File: src/rtl/interact_pkg.sv
// Shared types and default timing constants for the core reset sequencer.
package interact_pkg;

    // Sequencer states; encodings are exposed over the bridge through state_o.
    typedef enum logic [2:0] {
        StIdle     = 3'd0,
        StQuiesce  = 3'd1,
        StHold     = 3'd2,
        StWaitLock = 3'd3,
        StRelease  = 3'd4
    } rst_state_t;

    localparam int unsigned RST_HOLD_DEF = 20000;
    localparam int unsigned RST_QTO_DEF  = 4096;
    localparam int unsigned RST_LOCK_DEF = 256;

endpackage

File: src/rtl/interact_stable_cnt.sv
// Consecutive-high filter: hit asserts in the cycle where `in` has been high for TARGET
// consecutive enabled cycles. Any low cycle or a clr restarts the count from zero.
module interact_stable_cnt #(
    parameter int unsigned TARGET = 256,
    parameter int unsigned WIDTH  = $clog2(TARGET + 1)
) (
    input  logic clk_74a,
    input  logic reset,
    input  logic en,
    input  logic clr,
    input  logic in,
    output logic hit
);

    localparam logic [WIDTH-1:0] LAST = WIDTH'(TARGET - 1);

    logic [WIDTH-1:0] cnt_q;
    logic [WIDTH-1:0] cnt_d;

    assign hit = en & in & (cnt_q == LAST);

    // Next count: restart on clr, on a low sample, or after a hit.
    always_comb begin
        cnt_d = cnt_q;
        if (clr) begin
            cnt_d = '0;
        end else if (en) begin
            if (!in || hit) begin
                cnt_d = '0;
            end else begin
                cnt_d = cnt_q + 1'b1;
            end
        end
    end

    // Count register.
    always_ff @(posedge clk_74a) begin
        if (reset) begin
            cnt_q <= '0;
        end else begin
            cnt_q <= cnt_d;
        end
    end

endmodule

File: src/rtl/interact_reset_seq.sv
// Core reset sequencer in the clk_74a domain. Collects bridge reset requests, asks the
// memory controller to quiesce, holds core_reset for HOLD_CYCLES and releases once the
// core PLL has been locked for LOCK_CYCLES consecutive cycles.
// Optional build macro INTERACT_RST_STATS_EN adds saturating rst_count / to_count outputs.
module interact_reset_seq
    import interact_pkg::*;
#(
    parameter int unsigned HOLD_CYCLES     = RST_HOLD_DEF,
    parameter int unsigned QUIESCE_TIMEOUT = RST_QTO_DEF,
    parameter int unsigned LOCK_CYCLES     = RST_LOCK_DEF
) (
    input  logic       clk_74a,
    input  logic       reset,
    input  logic       req_cmd,
    input  logic       req_svc,
    input  logic       req_dip,
    input  logic       pll_locked,
    input  logic       quiesce_ack,
    output logic       quiesce_req,
    output logic       core_reset,
    output logic       busy,
    output logic       done,
    output logic       timeout_flag,
    output logic [2:0] state_o
`ifdef INTERACT_RST_STATS_EN
    ,
    output logic [15:0] rst_count,
    output logic [7:0]  to_count
`endif
);

    localparam int unsigned HW = $clog2(HOLD_CYCLES + 1);
    localparam int unsigned QW = $clog2(QUIESCE_TIMEOUT + 1);
    localparam int unsigned LW = $clog2(LOCK_CYCLES + 1);

    localparam logic [HW-1:0] H_LAST = HW'(HOLD_CYCLES - 1);
    localparam logic [QW-1:0] Q_LAST = QW'(QUIESCE_TIMEOUT - 1);

    rst_state_t    state_q, state_d;
    logic [HW-1:0] hold_cnt_q, hold_cnt_d;
    logic [QW-1:0] qtim_q, qtim_d;
    logic          tf_q, tf_d;
    logic          core_reset_q, core_reset_d;
    logic          quiesce_req_q, quiesce_req_d;
    logic          busy_q, busy_d;
    logic          done_q, done_d;

    logic any_req;
    logic qto_evt;
    logic lock_en;
    logic lock_clr;
    logic lock_hit;

    assign any_req  = req_cmd | req_svc | req_dip;
    assign qto_evt  = (state_q == StQuiesce) && !quiesce_ack && (qtim_q == Q_LAST);
    assign lock_en  = (state_q == StWaitLock);
    // A request in WAIT_LOCK sends us back to HOLD, so the lock count must restart too.
    assign lock_clr = (state_q != StWaitLock) | any_req;

    interact_stable_cnt #(
        .TARGET (LOCK_CYCLES),
        .WIDTH  (LW)
    ) u_lock_cnt (
        .clk_74a (clk_74a),
        .reset   (reset),
        .en      (lock_en),
        .clr     (lock_clr),
        .in      (pll_locked),
        .hit     (lock_hit)
    );

    // Next-state, counters and sticky timeout flag.
    always_comb begin
        state_d    = state_q;
        hold_cnt_d = hold_cnt_q;
        qtim_d     = qtim_q;
        tf_d       = tf_q;
        unique case (state_q)
            StIdle: begin
                if (any_req) begin
                    state_d = StQuiesce;
                    qtim_d  = '0;
                    tf_d    = 1'b0;
                end else if (!pll_locked) begin
                    // Loss-of-lock recovery: straight into HOLD, no quiesce handshake.
                    state_d    = StHold;
                    hold_cnt_d = '0;
                end
            end
            StQuiesce: begin
                // Requests here are absorbed; ack wins over a simultaneous timeout.
                if (quiesce_ack) begin
                    state_d    = StHold;
                    hold_cnt_d = '0;
                end else if (qto_evt) begin
                    state_d    = StHold;
                    hold_cnt_d = '0;
                    tf_d       = 1'b1;
                end else begin
                    qtim_d = qtim_q + 1'b1;
                end
            end
            StHold: begin
                if (any_req) begin
                    hold_cnt_d = '0;
                end else if (hold_cnt_q == H_LAST) begin
                    state_d = StWaitLock;
                end else begin
                    hold_cnt_d = hold_cnt_q + 1'b1;
                end
            end
            StWaitLock: begin
                if (any_req) begin
                    state_d    = StHold;
                    hold_cnt_d = '0;
                end else if (lock_hit) begin
                    state_d = StRelease;
                end
            end
            StRelease: begin
                // A request landing on the release cycle starts a new sequence directly.
                if (any_req) begin
                    state_d = StQuiesce;
                    qtim_d  = '0;
                    tf_d    = 1'b0;
                end else begin
                    state_d = StIdle;
                end
            end
            default: begin
                state_d    = StHold;
                hold_cnt_d = '0;
            end
        endcase
    end

    // Registered output values derived from the next state.
    always_comb begin
        core_reset_d  = (state_d == StHold) || (state_d == StWaitLock);
        busy_d        = (state_d != StIdle);
        done_d        = (state_d == StRelease);
        quiesce_req_d = 1'b0;
        unique case (state_d)
            StQuiesce:          quiesce_req_d = 1'b1;
            // Held rather than forced: the power-up and loss-of-lock paths never quiesce.
            StHold, StWaitLock: quiesce_req_d = quiesce_req_q;
            default:            quiesce_req_d = 1'b0;
        endcase
    end

    // State, counter and output registers.
    always_ff @(posedge clk_74a) begin
        if (reset) begin
            state_q       <= StHold;
            hold_cnt_q    <= '0;
            qtim_q        <= '0;
            tf_q          <= 1'b0;
            core_reset_q  <= 1'b1;
            quiesce_req_q <= 1'b0;
            busy_q        <= 1'b1;
            done_q        <= 1'b0;
        end else begin
            state_q       <= state_d;
            hold_cnt_q    <= hold_cnt_d;
            qtim_q        <= qtim_d;
            tf_q          <= tf_d;
            core_reset_q  <= core_reset_d;
            quiesce_req_q <= quiesce_req_d;
            busy_q        <= busy_d;
            done_q        <= done_d;
        end
    end

    assign state_o      = state_q;
    assign core_reset   = core_reset_q;
    assign quiesce_req  = quiesce_req_q;
    assign busy         = busy_q;
    assign done         = done_q;
    assign timeout_flag = tf_q;

`ifdef INTERACT_RST_STATS_EN
    logic [15:0] rst_count_q;
    logic [7:0]  to_count_q;

    // Saturating sequence and timeout counters, cleared only by block reset.
    always_ff @(posedge clk_74a) begin
        if (reset) begin
            rst_count_q <= '0;
            to_count_q  <= '0;
        end else begin
            if (done_d && (rst_count_q != 16'hFFFF)) begin
                rst_count_q <= rst_count_q + 1'b1;
            end
            if (qto_evt && (to_count_q != 8'hFF)) begin
                to_count_q <= to_count_q + 1'b1;
            end
        end
    end

    assign rst_count = rst_count_q;
    assign to_count  = to_count_q;
`endif

endmodule
File: config.mk
export PLATFORM = sky130hd
export DESIGN_NAME = interact_reset_seq
export DESIGN_NICKNAME = d
export VERILOG_FILES = /design/src/rtl/interact_pkg.sv /design/src/rtl/interact_stable_cnt.sv /design/src/rtl/interact_reset_seq.sv
export SDC_FILE = /design/constraint.sdc
export NUM_CORES = 1
export LEC_CHECK = 0
export ABC_AREA = 1
export CORE_MARGIN = 10
export CORE_UTILIZATION = 50
export DETAILED_ROUTE_END_ITERATION = 10
export GPL_TIMING_DRIVEN = 0
export PLACE_DENSITY_LB_ADDON = 0.25
export SLEW_MARGIN = 20
export SYNTH_ARGS = -nofsm -noshare
export SYNTH_HDL_FRONTEND = slang
export SYNTH_HIERARCHICAL = 1
export SYNTH_SLANG_ARGS = --single-unit
File: constraint.sdc
create_clock -name clk_74a -period 2.65 [get_ports clk_74a]
set_clock_uncertainty 0.05 [all_clocks]
set_input_delay 0.53 -clock clk_74a [delete_from_list [all_inputs] [get_ports clk_74a]]
set_output_delay 0.53 -clock clk_74a [all_outputs]
set_load 0.005 [all_outputs]
==> results of run 1 <==
==> cells by family (layout without fill, tap and decap cells) <==
logic type	Yosys count	count (layout)	share of synthesized area
AOI/OAI and AO/OA	34	34	0.0769
xor gates and xnor gates	7	7	0.0224
adders and majority gates	4	4	0.0183
buffers and inverters	55	77	0.0888
DFF	45	45	0.330
and+or+nand+nor	258	258	0.464
==> placed cells by master, fill, tap and decap left out, types with 2 or more instances in the layout <==
| cell | instances |
|---|---|
| dfxtp_1 | 45 |
| nand3_1 | 38 |
| nor2_2 | 3 |
| nand4_1 | 11 |
| nor3_1 | 2 |
| xor2_1 | 6 |
| a21oi_1 | 19 |
| nand2_2 | 16 |
| nor3_2 | 3 |
| o21ai_0 | 4 |
| clkbuf_1 | 4 |
| nand2_1 | 97 |
| a21oi_2 | 10 |
| nand3_2 | 3 |
| nand2_4 | 3 |
| or2_2 | 2 |
| buf_6 | 2 |
| inv_2 | 8 |
| ha_1 | 4 |
| inv_1 | 37 |
| nor2_1 | 66 |
| nand3_4 | 2 |
| clkdlybuf4s50_1 | 14 |
| nor2_4 | 6 |
| clkbuf_8 | 5 |
==> cell type report <==
| class | instances | area share |
|---|---|---|
| Clock buffer | 7 | 0.0251 |
| Clock inverter | 1 | 0.00247 |
| Timing Repair Buffer | 14 | 0.0460 |
| Tap cell | 70 | 0.0288 |
| Sequential cell | 45 | 0.296 |
| Multi-Input combinational cell | 303 | 0.522 |
| Buffer | 7 | 0.0193 |
| Inverter | 48 | 0.0604 |
==> registers in the layout, indices dropped and copies added, names as in the netlist <==
signal and flops:
u_lock_cnt/cnt_q 9, quiesce_req 1, busy 1, qtim_q 13, timeout_flag 1, done 1, core_reset 1, state_o 3
hold_cnt_q 15
==> per-layer routing <==
| metal | share of wire | wire length, µm | global-route usage |
|---|---|---|---|
| met2 | 0.46 | 2720 | 0.243 |
| met5 | 0 | 0 | 0 |
| met4 | 0.0099 | 59 | 0.0380 |
| met1 | 0.49 | 2910 | 0.178 |
| met3 | 0.047 | 281 | 0.0272 |
==> metrics by stage <==
stage	area [µm²]	total power, mW	worst slack, ps
global placement	2960	0.727	357
floorplan	2730	0.712	725
detailed placement	2960	0.728	326
global route	3040	1.18	62.7
finish	3040	1.14	457
CTS	3040	1.15	428
==> worst paths after layout <==
check,startpoint,cells past startpoint,slack (ps),end
worst min register to register,qtim_q[12],2,400,qtim_q[12]
worst min-delay path,qtim_q[12],2,400,qtim_q[12]
worst max register to register,u_lock_cnt/cnt_q[0],15,460,busy
worst max-delay path,u_lock_cnt/cnt_q[0],15,460,busy
==> power groups by stage <==
stage | Combinational [mW] | Sequential [mW] | Clock, mW
after floorplan | 0.0183 | 0.693 | 0
after CTS | 0.0346 | 0.678 | 0.440
final | 0.0344 | 0.678 | 0.423
after detailed placement | 0.0345 | 0.693 | 0
after global placement | 0.0339 | 0.693 | 0
after global routing | 0.0382 | 0.678 | 0.463
==> critical path: cells and delay by family (launching register included) <==
kind	cells	cell delay [ps]
simple gates	9	940
flops	1	400
fa+ha+maj	2	340
buf+inv	3	200
compound gates	1	160
==> flow_summary.json, run 1 <==
{
  "status": "complete, no violations",
  "finalSetupViolCount": 0,
  "synth_area_um2": 2730,
  "post-place-cells": 487,
  "dp_hpwl_mm": 4.59,
  "portBuffers": 14,
  "comb_power_share": 0.030,
  "register_area_um2": 901,
  "async_flop_share": 0,
  "finalCoreUtilization": 0.585,
  "slowest_stage": "dfxtp_1",
  "max_freq_mhz": 456,
  "first_global_vias": 2408,
  "rsz0062_at_grt": "false",
  "synth-main-ff-cell": "dfxtp_1",
  "pwr-share-clk": 0.373,
  "worst_pin_slew_ps": 659,
  "cts_num_sinks": 45,
  "drv_slew": 0,
  "num_antenna_cells": 0,
  "cts_resized": 0,
  "grt_antenna_before_repair": 0,
  "synthesis.nets": 414,
  "p_int_mw": 0.876,
  "cap_violations": 0,
  "syn_area_per_cell_um2": 6.78,
  "via_per_inst": 5.12,
  "grt_max_degree": 14,
  "multi_input_area_um2": 1590,
  "vias": 2534,
  "p_switching_mw": 0.259,
  "cp_common_cell": "nor2_1",
  "clockBufferDepth": 2,
  "numCtsBuffers": 5,
  "floorplan.initialDensity": 0.525,
  "die_h_um": 93.9,
  "sequentialPowerShare": 0.597,
  "p_leak_nw": 1.16,
  "cts-root-buf": "clkbuf_8",
  "ir_drop_mv": 0.233,
  "drt-total-wl_mm": 5.98,
  "ant_nets": 0,
  "cp-start-kind": "flop",
  "firstDrtPassIters": 4,
  "dieArea_um2": 8820,
  "yosysTopAreaCell": "dfxtp_1",
  "place_congestion": 0.897,
  "ioPinCount": 15,
  "ctsHoldBuffers": 0,
  "synth.top_cell.area_share": 0.330,
  "period_share": 0.827,
  "grt_pass1_wl_mm": 10.6,
  "switching_share": 0.228,
  "synth_cells": 403,
  "cp_max_fo": 3,
  "worstPathArrival_ps": 2320,
  "drt-initial-drc-count": 227,
  "synth_edf_count": 0,
  "whs_ps": 404,
  "post-route-drc-count": 0,
  "cts_setup_buffers": 0,
  "chipWidth_um": 93.9,
  "hold_path.class": "flop to flop",
  "path_cells": "ha_1 -> nand2_1 -> nor2_1 -> nand3_1 -> nor2_1 -> ha_1 -> inv_1 -> nor2_1 -> inv_1 -> o21ai_0 -> nand2_1 -> inv_1 -> nand2_1 -> nor2_1 -> nand3_1",
  "ys_top_cells_by_area": "dfxtp_1 33%, nand2_1 13%, nor2_1 9.1%",
  "cts_tree": "built",
  "power_density_nw_per_um2": 373,
  "synthTopCellsByCount": "97 x nand2_1, 66 x nor2_1, 45 x dfxtp_1",
  "crit_type": "flop to flop",
  "critPathRequiredTime_ps": 2780,
  "overflow": 0,
  "min_period_ps": 2190,
  "h-tree-depth": 2,
  "path_clk_slew_ps": 80,
  "end_kind": "flop",
  "instances_no_fill": 495,
  "finalHoldViolations": 0,
  "coreArea_um2": 5200,
  "yosysMostFrequentCell": "nand2_1",
  "wl_per_cell_um": 12.1,
  "num-nets-final": 435,
  "rows": 26,
  "clk_latency_ps": 300,
  "fill_cells": 516,
  "drive_gt1_frac": 0.165,
  "synthToLayoutAreaGrowth_pct": 11.4,
  "ys.warnings.count": 6,
  "fin_tns_setup_ps": 0,
  "synth-seq-cells": 45,
  "ys_types": 37,
  "cpPeakStageDelay_ps": 400,
  "grt_util_all_layers": 0.143,
  "synth-seq-area-share": 0.330,
  "slew_headroom": 0.561
}
(Power assumes the default switching activity.)
==> inputs of run 2 (changes only) <==
==> constraint.sdc (replaced) <==
create_clock -name clk_74a -period 1.8 [get_ports clk_74a]
set_clock_uncertainty 0.05 [all_clocks]
set_input_delay 0.36 -clock clk_74a [delete_from_list [all_inputs] [get_ports clk_74a]]
set_output_delay 0.36 -clock clk_74a [all_outputs]
set_load 0.005 [all_outputs]
==> run 2 against run 1 <==
Against the previous run: the flow now finishes with violations (negative setup slack); wire length grew 5.7%; critical path type unchanged; worst setup slack lost 510 ps; register-to-register slack lost 510 ps; sequential cell count stayed put; non-clock buffer count rose by 15; largest cell class unchanged; die area is the same; fmax grew 19%.
==> flow_summary.json, run 2 (synthesized netlist as in run 1, its figures left out) <==
{
  "finalCoreUtilization": 0.641,
  "register_area_um2": 913,
  "final_common_cell": "nand2_1",
  "rows": 26,
  "grt_max_degree": 14,
  "status": "finished, violations left",
  "finalHoldViolations": 0,
  "drt-initial-drc-count": 120,
  "drt-total-wl_mm": 6.32,
  "clk_latency_ps": 300,
  "synthToLayoutAreaGrowth_pct": 22.1,
  "cts_tree": "built",
  "finalSetupViolCount": 4,
  "num-nets-final": 450,
  "period_share": 1.03,
  "dp_hpwl_mm": 4.50,
  "die_h_um": 93.9,
  "holdPathStages": 2,
  "vias": 2605,
  "clockBufferDepth": 2,
  "timing.final.ws_setup_ps": -47.9,
  "worst_pin_slew_ps": 521,
  "regMostFlops": "hold_cnt_q",
  "reg_top3": "hold_cnt_q: 15 flops, qtim_q: 13 flops, u_lock_cnt/cnt_q: 9 flops",
  "multi_input_area_um2": 1740,
  "largest_reg_flops": 15,
  "first_global_vias": 2421,
  "drv_slew": 0,
  "ctsHoldBuffers": 0,
  "power_density_nw_per_um2": 496,
  "dieArea_um2": 8820,
  "p_leak_nw": 1.34,
  "drive_gt1_frac": 0.262,
  "worstPathArrival_ps": 1990,
  "hold_path.class": "flop to flop",
  "crit_type": "flop to flop",
  "portBuffers": 14,
  "final_cell_mix": "91 x nand2_1, 60 x nor2_1, 39 x dfxtp_1",
  "rr_worst_depth": 15,
  "fill_cells": 480,
  "num_antenna_cells": 0,
  "cap_violations": 0,
  "coreArea_um2": 5200,
  "h-tree-depth": 2,
  "chipWidth_um": 93.9,
  "fin_tns_setup_ps": -149,
  "slew_headroom": 0.652,
  "grt_antenna_before_repair": 0,
  "max_freq_mhz": 541,
  "firstDrtPassIters": 4,
  "dpl_worst_slack_ps": -307,
  "via_per_inst": 5.12,
  "overflow": 0,
  "cp-start-kind": "flop",
  "numCtsBuffers": 5,
  "cts_num_sinks": 45,
  "cts-root-buf": "clkbuf_8",
  "ant_nets": 0,
  "post-route-drc-count": 0,
  "cp_max_fo": 2,
  "wl_per_cell_um": 12.4,
  "violations": "negative setup slack",
  "grt_util_all_layers": 0.145,
  "place_congestion": 0.918,
  "grt_pass1_wl_mm": 10.7,
  "end_kind": "flop",
  "ioPinCount": 15,
  "path_clk_slew_ps": 80,
  "min_period_ps": 1850,
  "post-place-cells": 487,
  "final_area_um2": 3340,
  "critPathRequiredTime_ps": 1940,
  "floorplan.initialDensity": 0.525,
  "placed_cell_area_um2": 2980,
  "ir_drop_mv": 0.281,
  "instances_no_fill": 509,
  "rsz0062_at_grt": "true"
}
run 2: worst max-delay path, cell delays in order (launching register included):
cell and delay, ps:
dfxtp_2 360, ha_4 150, nand2_4 50, nor2_4 110, nand3_2 80, nor2_2 90
ha_2 170, inv_2 50, nor2_4 90, inv_2 50, o21ai_2 100, nand2_1 80
inv_2 70, buf_4 90, buf_4 90, nand3_1 60
run 2: per-layer routing:
metal | vias up | GRT usage | wire, µm
met5 | - | 0 | 0
met4 | 0 | 0.0582 | 98
met3 | 11 | 0.0312 | 319
met2 | 51 | 0.238 | 2990
met1 | 1186 | 0.177 | 2910
li1 | 1357 | - | -
run 2: what timing repair did:
| item | CTS | global route |
|---|---|---|
| resized for setup | 8 | 35 |
| setup buffers | 4 | 10 |
| pin swaps | 8 | 16 |
| gates cloned | 0 | 1 |
| setup endpoints to repair | 28 | 41 |
run 2: stage by stage:
stage               hold slack (ps)  total power [mW]
detailed placement              412              1.07
CTS                             424              1.66
floorplan                       371              1.05
finish                          414              1.66
global route                    436              1.72
global placement                382              1.07
run 2: worst paths after layout:
check	endpoint	slack, ps	from
setup / recovery	state_o[1]	-50	u_lock_cnt/cnt_q[1]
hold / removal	quiesce_req	410	quiesce_req
setup reg to reg	state_o[1]	-50	u_lock_cnt/cnt_q[1]
hold reg to reg	quiesce_req	410	quiesce_req
run 2: area by class of cell:
cell class | count | share of cell area
Multi-Input combinational cell | 303 | 0.522
Sequential cell | 45 | 0.274
Timing Repair Buffer | 29 | 0.0810
Inverter | 48 | 0.0551
Tap cell | 70 | 0.0263
Clock buffer | 6 | 0.0218
Buffer | 7 | 0.0184
Clock inverter | 1 | 0.00150
run 2: power breakdown:
group          switching [mW]  internal, mW  total, mW
combinational          0.0359        0.0221     0.0580
clock                   0.339         0.265      0.604
sequential            0.00140         0.993      0.994
total                   0.376          1.28       1.66
